--- src/rtl/systolic_feed_ctrl.sv ---
// Feed sequencer for the 4x4 output-stationary systolic multiplier array.
// Buffers operand matrices A and B, clears the array accumulators, then drives
// the skewed row/column wavefronts, waits for the pipeline to drain and pulses
// done_o. All outputs are registered from the next state and next count.
//
// state   | meaning
// --------+-------------------------------------------------------------
// S_IDLE  | waiting for start_i; buffer writes accepted here only
// S_CLEAR | one cycle, array accumulators held in clear (array_rst_no=0)
// S_FEED  | cnt = t = 0..9, skewed operands presented on left/up edges
// S_DRAIN | DRAIN_CYC cycles of zero operands while the array settles
// S_DONE  | one cycle, done_o=1, results valid in the array

module systolic_feed_ctrl #(
  parameter int DW        = 32,
  parameter int DRAIN_CYC = 2
) (
  input  logic          clk_i,
  input  logic          rst_i,
  input  logic          wr_en_i,
  input  logic          wr_sel_i,
  input  logic [3:0]    wr_addr_i,
  input  logic [DW-1:0] wr_data_i,
  input  logic          start_i,
  input  logic          abort_i,
  output logic          busy_o,
  output logic          done_o,
  output logic          array_rst_no,
  output logic [DW-1:0] left_o_0,
  output logic [DW-1:0] left_o_1,
  output logic [DW-1:0] left_o_2,
  output logic [DW-1:0] left_o_3,
  output logic [DW-1:0] up_o_0,
  output logic [DW-1:0] up_o_1,
  output logic [DW-1:0] up_o_2,
  output logic [DW-1:0] up_o_3
);

  typedef enum logic [2:0] {
    S_IDLE,
    S_CLEAR,
    S_FEED,
    S_DRAIN,
    S_DONE
  } state_t;

  localparam logic [3:0] FEED_LAST  = 4'd9;
  localparam logic [3:0] DRAIN_LAST = 4'(DRAIN_CYC - 1);

  state_t        state_q, state_d;
  logic [3:0]    cnt_q, cnt_d;

  logic [DW-1:0] a_buf [16];
  logic [DW-1:0] b_buf [16];

  logic [DW-1:0] left_q [4];
  logic [DW-1:0] up_q   [4];
  logic [DW-1:0] left_d [4];
  logic [DW-1:0] up_d   [4];

  logic          busy_q, done_q, arst_n_q;

  // State and cycle counter register
  always_ff @(posedge clk_i or posedge rst_i) begin
    if (rst_i) begin
      state_q <= S_IDLE;
      cnt_q   <= 4'd0;
    end else begin
      state_q <= state_d;
      cnt_q   <= cnt_d;
    end
  end

  // Next-state and counter sequencing; abort wins over normal progress
  always_comb begin
    state_d = state_q;
    cnt_d   = cnt_q;
    case (state_q)
      S_IDLE: begin
        cnt_d = 4'd0;
        if (start_i) state_d = S_CLEAR;
      end
      S_CLEAR: begin
        state_d = S_FEED;
        cnt_d   = 4'd0;
      end
      S_FEED: begin
        if (cnt_q == FEED_LAST) begin
          state_d = S_DRAIN;
          cnt_d   = 4'd0;
        end else begin
          cnt_d = cnt_q + 4'd1;
        end
      end
      S_DRAIN: begin
        if (cnt_q == DRAIN_LAST) begin
          state_d = S_DONE;
          cnt_d   = 4'd0;
        end else begin
          cnt_d = cnt_q + 4'd1;
        end
      end
      S_DONE: begin
        state_d = S_IDLE;
        cnt_d   = 4'd0;
      end
      default: begin
        state_d = S_IDLE;
        cnt_d   = 4'd0;
      end
    endcase
    if (abort_i && (state_q == S_CLEAR || state_q == S_FEED || state_q == S_DRAIN)) begin
      state_d = S_IDLE;
      cnt_d   = 4'd0;
    end
  end

  // Operand selection for the upcoming cycle: row r sees A[r][t-r], column c sees B[t-c][c].
  // The 5-bit difference wraps negative offsets above 3, so one compare covers both bounds.
  always_comb begin
    for (int i = 0; i < 4; i++) begin
      left_d[i] = '0;
      up_d[i]   = '0;
    end
    if (state_d == S_FEED) begin
      for (int r = 0; r < 4; r++) begin
        if (({1'b0, cnt_d} - 5'(r)) < 5'd4)
          left_d[r] = a_buf[{2'(r), cnt_d[1:0] - 2'(r)}];
      end
      for (int c = 0; c < 4; c++) begin
        if (({1'b0, cnt_d} - 5'(c)) < 5'd4)
          up_d[c] = b_buf[{cnt_d[1:0] - 2'(c), 2'(c)}];
      end
    end
  end

  // Registered outputs, aligned with the state they describe
  always_ff @(posedge clk_i or posedge rst_i) begin
    if (rst_i) begin
      busy_q   <= 1'b0;
      done_q   <= 1'b0;
      arst_n_q <= 1'b0;
      for (int i = 0; i < 4; i++) begin
        left_q[i] <= '0;
        up_q[i]   <= '0;
      end
    end else begin
      busy_q   <= (state_d != S_IDLE);
      done_q   <= (state_d == S_DONE);
      arst_n_q <= (state_d != S_CLEAR);
      for (int i = 0; i < 4; i++) begin
        left_q[i] <= left_d[i];
        up_q[i]   <= up_d[i];
      end
    end
  end

  // Operand buffers; writes only land while idle so a run never sees a torn matrix
  always_ff @(posedge clk_i or posedge rst_i) begin
    if (rst_i) begin
      for (int i = 0; i < 16; i++) begin
        a_buf[i] <= '0;
        b_buf[i] <= '0;
      end
    end else if (wr_en_i && state_q == S_IDLE) begin
      if (wr_sel_i) b_buf[wr_addr_i] <= wr_data_i;
      else          a_buf[wr_addr_i] <= wr_data_i;
    end
  end

  assign busy_o       = busy_q;
  assign done_o       = done_q;
  assign array_rst_no = arst_n_q;
  assign left_o_0     = left_q[0];
  assign left_o_1     = left_q[1];
  assign left_o_2     = left_q[2];
  assign left_o_3     = left_q[3];
  assign up_o_0       = up_q[0];
  assign up_o_1       = up_q[1];
  assign up_o_2       = up_q[2];
  assign up_o_3       = up_q[3];

endmodule

--- config.mk ---
export PLATFORM = sky130hd
export DESIGN_NAME = systolic_feed_ctrl
export DESIGN_NICKNAME = d
export VERILOG_FILES = /design/src/rtl/systolic_feed_ctrl.sv
export SDC_FILE = /design/constraint.sdc
export NUM_CORES = 2
export LEC_CHECK = 0
export CELL_PAD_IN_SITES_DETAIL_PLACEMENT = 0
export CELL_PAD_IN_SITES_GLOBAL_PLACEMENT = 2
export CORE_MARGIN = 3
export CORE_UTILIZATION = 35
export DETAILED_ROUTE_END_ITERATION = 16
export PLACE_DENSITY = 0.73
export SYNTH_ARGS = -nofsm -noshare
export SYNTH_HDL_FRONTEND = slang
export SYNTH_SLANG_ARGS = --single-unit
--- constraint.sdc ---
create_clock -name clk_i -period 94.7 [get_ports clk_i]
set_input_delay 28.41 -clock clk_i [delete_from_list [all_inputs] [get_ports clk_i]]
set_output_delay 28.41 -clock clk_i [all_outputs]
set_load 0.01 [all_outputs]
==> metrics.log <==
[metrics] number of H-tree levels: 4
[metrics] cell breakdown of the critical path: clkdlybuf4s50_1, inv_8, buf_4, buf_4, buf_4, buf_4, buf_4, buf_4
[metrics] proportion of register bits with asynchronous set or reset after synthesis: 100.0%
[metrics] minimum clock period: 34140 ps
[metrics] number of design rule violations left after detail routing: 0
[metrics] net count reported at finish: 3907
[metrics] number of violations reported at the end of detailed-routing iteration 0: 1801
[metrics] Most common cell on crit path: sky130_fd_sc_hd__buf_4
[metrics] via count: 31138
[metrics] unrepaired setup endpoints after global routing: false
[metrics] power dissipated by switching net loads: 0.0003449 W
[metrics] maximum count of clock buffers along a single path: 3
[metrics] overflow left after global routing: 0
[metrics] FMAX: 29.29 MHz
[metrics] category of the critical setup timing path: input port to async pin
[metrics] estimated wirelength of the detail-placed design: 90150 um
[metrics] Avg Cell Area, Syn: 14.73 um2
[metrics] number of global-route vias before repair: 32542
[metrics] Critical Path RT: 95440 ps
[metrics] cts bufs inserted: 142
[metrics] syn_nets: 3696
[metrics] fraction of layout cells with a size suffix above 1: 40.21%
[metrics] Die W: 397.8 um
[metrics] r2r worst-path depth: 11
[metrics] class of the most critical hold timing path: flip-flop to flip-flop
[metrics] quantity of I/O buffers inserted on ports: 300
[metrics] share of synthesized area spent on multiplexers: 28.82%
[metrics] static leakage power: 28.75 nW
[metrics] Critical path destination: a_buf[55]
[metrics] Wirelength per Cell: 25.50 um
[metrics] number of instances in the synthesized netlist: 3647
[metrics] core area: 0.1523 mm2
[metrics] arrival time at the worst endpoint: 34880 ps
[metrics] Reg-to-Reg End: left_o_1[2]
[metrics] pin slew with the least headroom to its limit: 1172 ps
[metrics] share of power burned in combinational logic: 13.5%
[metrics] area of all placed cells without fillers: 0.06341 mm2
[metrics] Worst R2R Start: cnt_q[0]
[metrics] Max Cap Viol: 0
[metrics] TritonCTS clock tree: yes
[metrics] P&R area growth vs syn: 18.03%
[metrics] clock latency on the worst-skew pair: 770 ps
[metrics] number of distinct library cells after synthesis: 52
[metrics] power density cells: 22.38 mW/mm2
[metrics] crit path launch type: input port
[metrics] post-synthesis adder-cell area fraction: 0.1630%
[metrics] ys flop type: sky130_fd_sc_hd__dfrtp_1
[metrics] category of cells accounting for the largest share of critical-path delay: buffers and inverters
[metrics] clock sink total: 1290
[metrics] warnings from Yosys: 0
[metrics] worst setup path start: rst_i
[metrics] leading cell types in the layout, fill and taps excluded: sky130_fd_sc_hd__dfrtp_1, sky130_fd_sc_hd__mux2_2, sky130_fd_sc_hd__clkdlybuf4s50_1
[metrics] Post-DP Area: 0.05876 mm2
[metrics] sequential share of power: 47.7%
[metrics] internal power of the cells: 0.001074 W
[metrics] detailed-router iteration count before antenna repair: 4
[metrics] Clock Root Buffer: sky130_fd_sc_hd__clkbuf_16
[metrics] Hold Buf Count CTS: 0
[metrics] Resized Gates After CTS: 0
[metrics] most frequent standard cell in the layout excluding fill and tap cells: sky130_fd_sc_hd__dfrtp_1
[metrics] die outline area: 0.1582 mm2
[metrics] placed cells: 5744
[metrics] Period Utilization, post-route: 36.05%
[metrics] final count of hold timing violations: 0
[metrics] post-synthesis instance area: 0.05372 mm2
[metrics] worst clock skew on the final layout: 30.24 ps
[metrics] fraction of power spent switching nets: 24.31%
[metrics] Synth Area in Simple Gates: 4.922%
[metrics] main combinational cell family by area after synthesis: multiplexers
[metrics] post-synthesis share of cell area spent on xor and xnor gates: 0.09782%
[metrics] Final setup violation count: 0
[metrics] part of the power in the clock network: 38.8%
[metrics] antenna violations before repair: 14
[metrics] Vias per Instance: 5.193
[metrics] post-synthesis sequential area ratio: 60.09%
[metrics] site row count: 143
[metrics] vertical die dimension: 397.8 um
[metrics] outcome: complete, no violations
[metrics] critical path depth in cells: 8
[metrics] CP Max Fanout: 136
[metrics] io pins: 301
[metrics] CTS clock-pin slew for the worst setup and hold paths: 60 ps
[metrics] Final Instance Count excl. Fillers: 5996
[metrics] register bit total from synthesis: 1290
[metrics] slowest cell on the critical path: sky130_fd_sc_hd__buf_4
[metrics] total wire length after detailed routing: 152900 um
[metrics] final antenna-violating net count: 0
[metrics] Post-synth EDFFs: 0
[metrics] Worst setup EP type: async pin
[metrics] reg-to-reg slack, setup: 88890 ps
[metrics] RePlAce Congestion: 0.7409
[metrics] buffer count from post-CTS setup fixing: 0
[metrics] number of max-slew violations in the final report: 0
[metrics] compound-gate portion of the synthesized area: 3.219%
[metrics] slew margin rel.: 21.88%
[metrics] initial standard-cell utilization of the core: 35.28%
[metrics] wire length of the first global-routing pass: 228200 um
[metrics] Min Hold Slack: 486.9 ps
[metrics] overall fraction of global-route tracks in use: 19.51%
[metrics] setup TNS after final layout: 0 ps
[metrics] Crit path largest cell delay: 930 ps
[metrics] pin count of the biggest net entering global routing: 137
[metrics] Max IR drop VDD: 0.01804 mV
[metrics] crit path buf inv count: 8
==> through the flow <==
step | setup WS, ps | power (W) | utilization, %
after floorplan | 29930 | 0.0008286 | -
after global placement | 59340 | 0.0008732 | 38.59
after detailed placement | 59340 | 0.0008807 | 38.59
after CTS | 60210 | 0.001438 | 41.64
after global routing | 59470 | 0.001485 | 41.64
final | 60560 | 0.001419 | 41.64
==> power by group through the flow <==
stage	clock network, W	logic, W	registers (W)
6_report	0.000550	0.000191	0.000677
5_1_grt	0.000587	0.000210	0.000688
4_1_cts	0.000566	0.000194	0.000678
3_5_place_dp	0	0.000194	0.000687
3_3_place_gp	0	0.000190	0.000684
2_1_floorplan	0	0.000150	0.000678
==> Yosys cell counts, types with 36 or more instances <==
cell,instances,area share [%]
sky130_fd_sc_hd__a21oi_1,36,0.34
sky130_fd_sc_hd__buf_1,40,0.28
sky130_fd_sc_hd__buf_2,87,0.81
sky130_fd_sc_hd__clkbuf_1,190,1.3
sky130_fd_sc_hd__dfrtp_1,1290,60
sky130_fd_sc_hd__mux2_2,1111,23
sky130_fd_sc_hd__mux4_2,128,5.4
sky130_fd_sc_hd__nand2b_1,39,0.45
sky130_fd_sc_hd__nor2_1,149,1.0
sky130_fd_sc_hd__nor2b_1,162,1.9
sky130_fd_sc_hd__nor3_1,102,0.95
sky130_fd_sc_hd__o22ai_1,95,1.1
==> cells by family (layout without fill, tap and decap cells) <==
kind of cell | count (synthesis) | after routing
simple gates | 507 | 507
buf+inv | 338 | 653
flops | 1290 | 1290
other cells | 0 | 4
fa+ha+maj | 7 | 7
compound gates | 252 | 252
xor+xnor | 6 | 6
mux | 1247 | 1247
==> layout make-up <==
cell class                      instances  area, um2
Multi-Input combinational cell       2019      20180
Antenna cell                            4      10.01
Fill cell                           13778      88860
Sequential cell                      1290      32280
Clock inverter                         33      359.1
Clock buffer                          215       4277
Inverter                                8      46.29
Tap cell                             2030       2540
Timing Repair Buffer                  397       3711
==> worst min path at each step <==
| stage | start | end | slack [ps] | depth (start not counted) |
|---|---|---|---|---|
| floorplan | b_buf[10] | b_buf[10] | 460 | 1 |
| CTS | b_buf[10] | b_buf[10] | 490 | 1 |
| detailed placement | b_buf[10] | b_buf[10] | 480 | 1 |
| global route | b_buf[4] | b_buf[4] | 500 | 1 |
| global placement | b_buf[12] | b_buf[12] | 470 | 1 |
| finish | b_buf[13] | b_buf[13] | 490 | 1 |
==> state kept, by name, summed over array words and instances, names as in the netlist <==
signal	flops
a_buf	512
array_rst_no	1
busy_o	1
b_buf	512
left_o_2	32
done_o	1
left_o_3	32
cnt_q	4
up_o_2	32
left_o_1	32
up_o_1	32
up_o_3	32
state_q	3
up_o_0	32
left_o_0	32
==> per-layer routing <==
metal | wire [um] | up-vias | GRT usage (%)
li1 | - | 13501 | -
met1 | 70770 | 16774 | 27.61
met2 | 69480 | 633 | 30.00
met3 | 7986 | 222 | 3.958
met5 | 57 | - | 0
met4 | 4623 | 8 | 6.353
(Power assumes the default switching activity.)
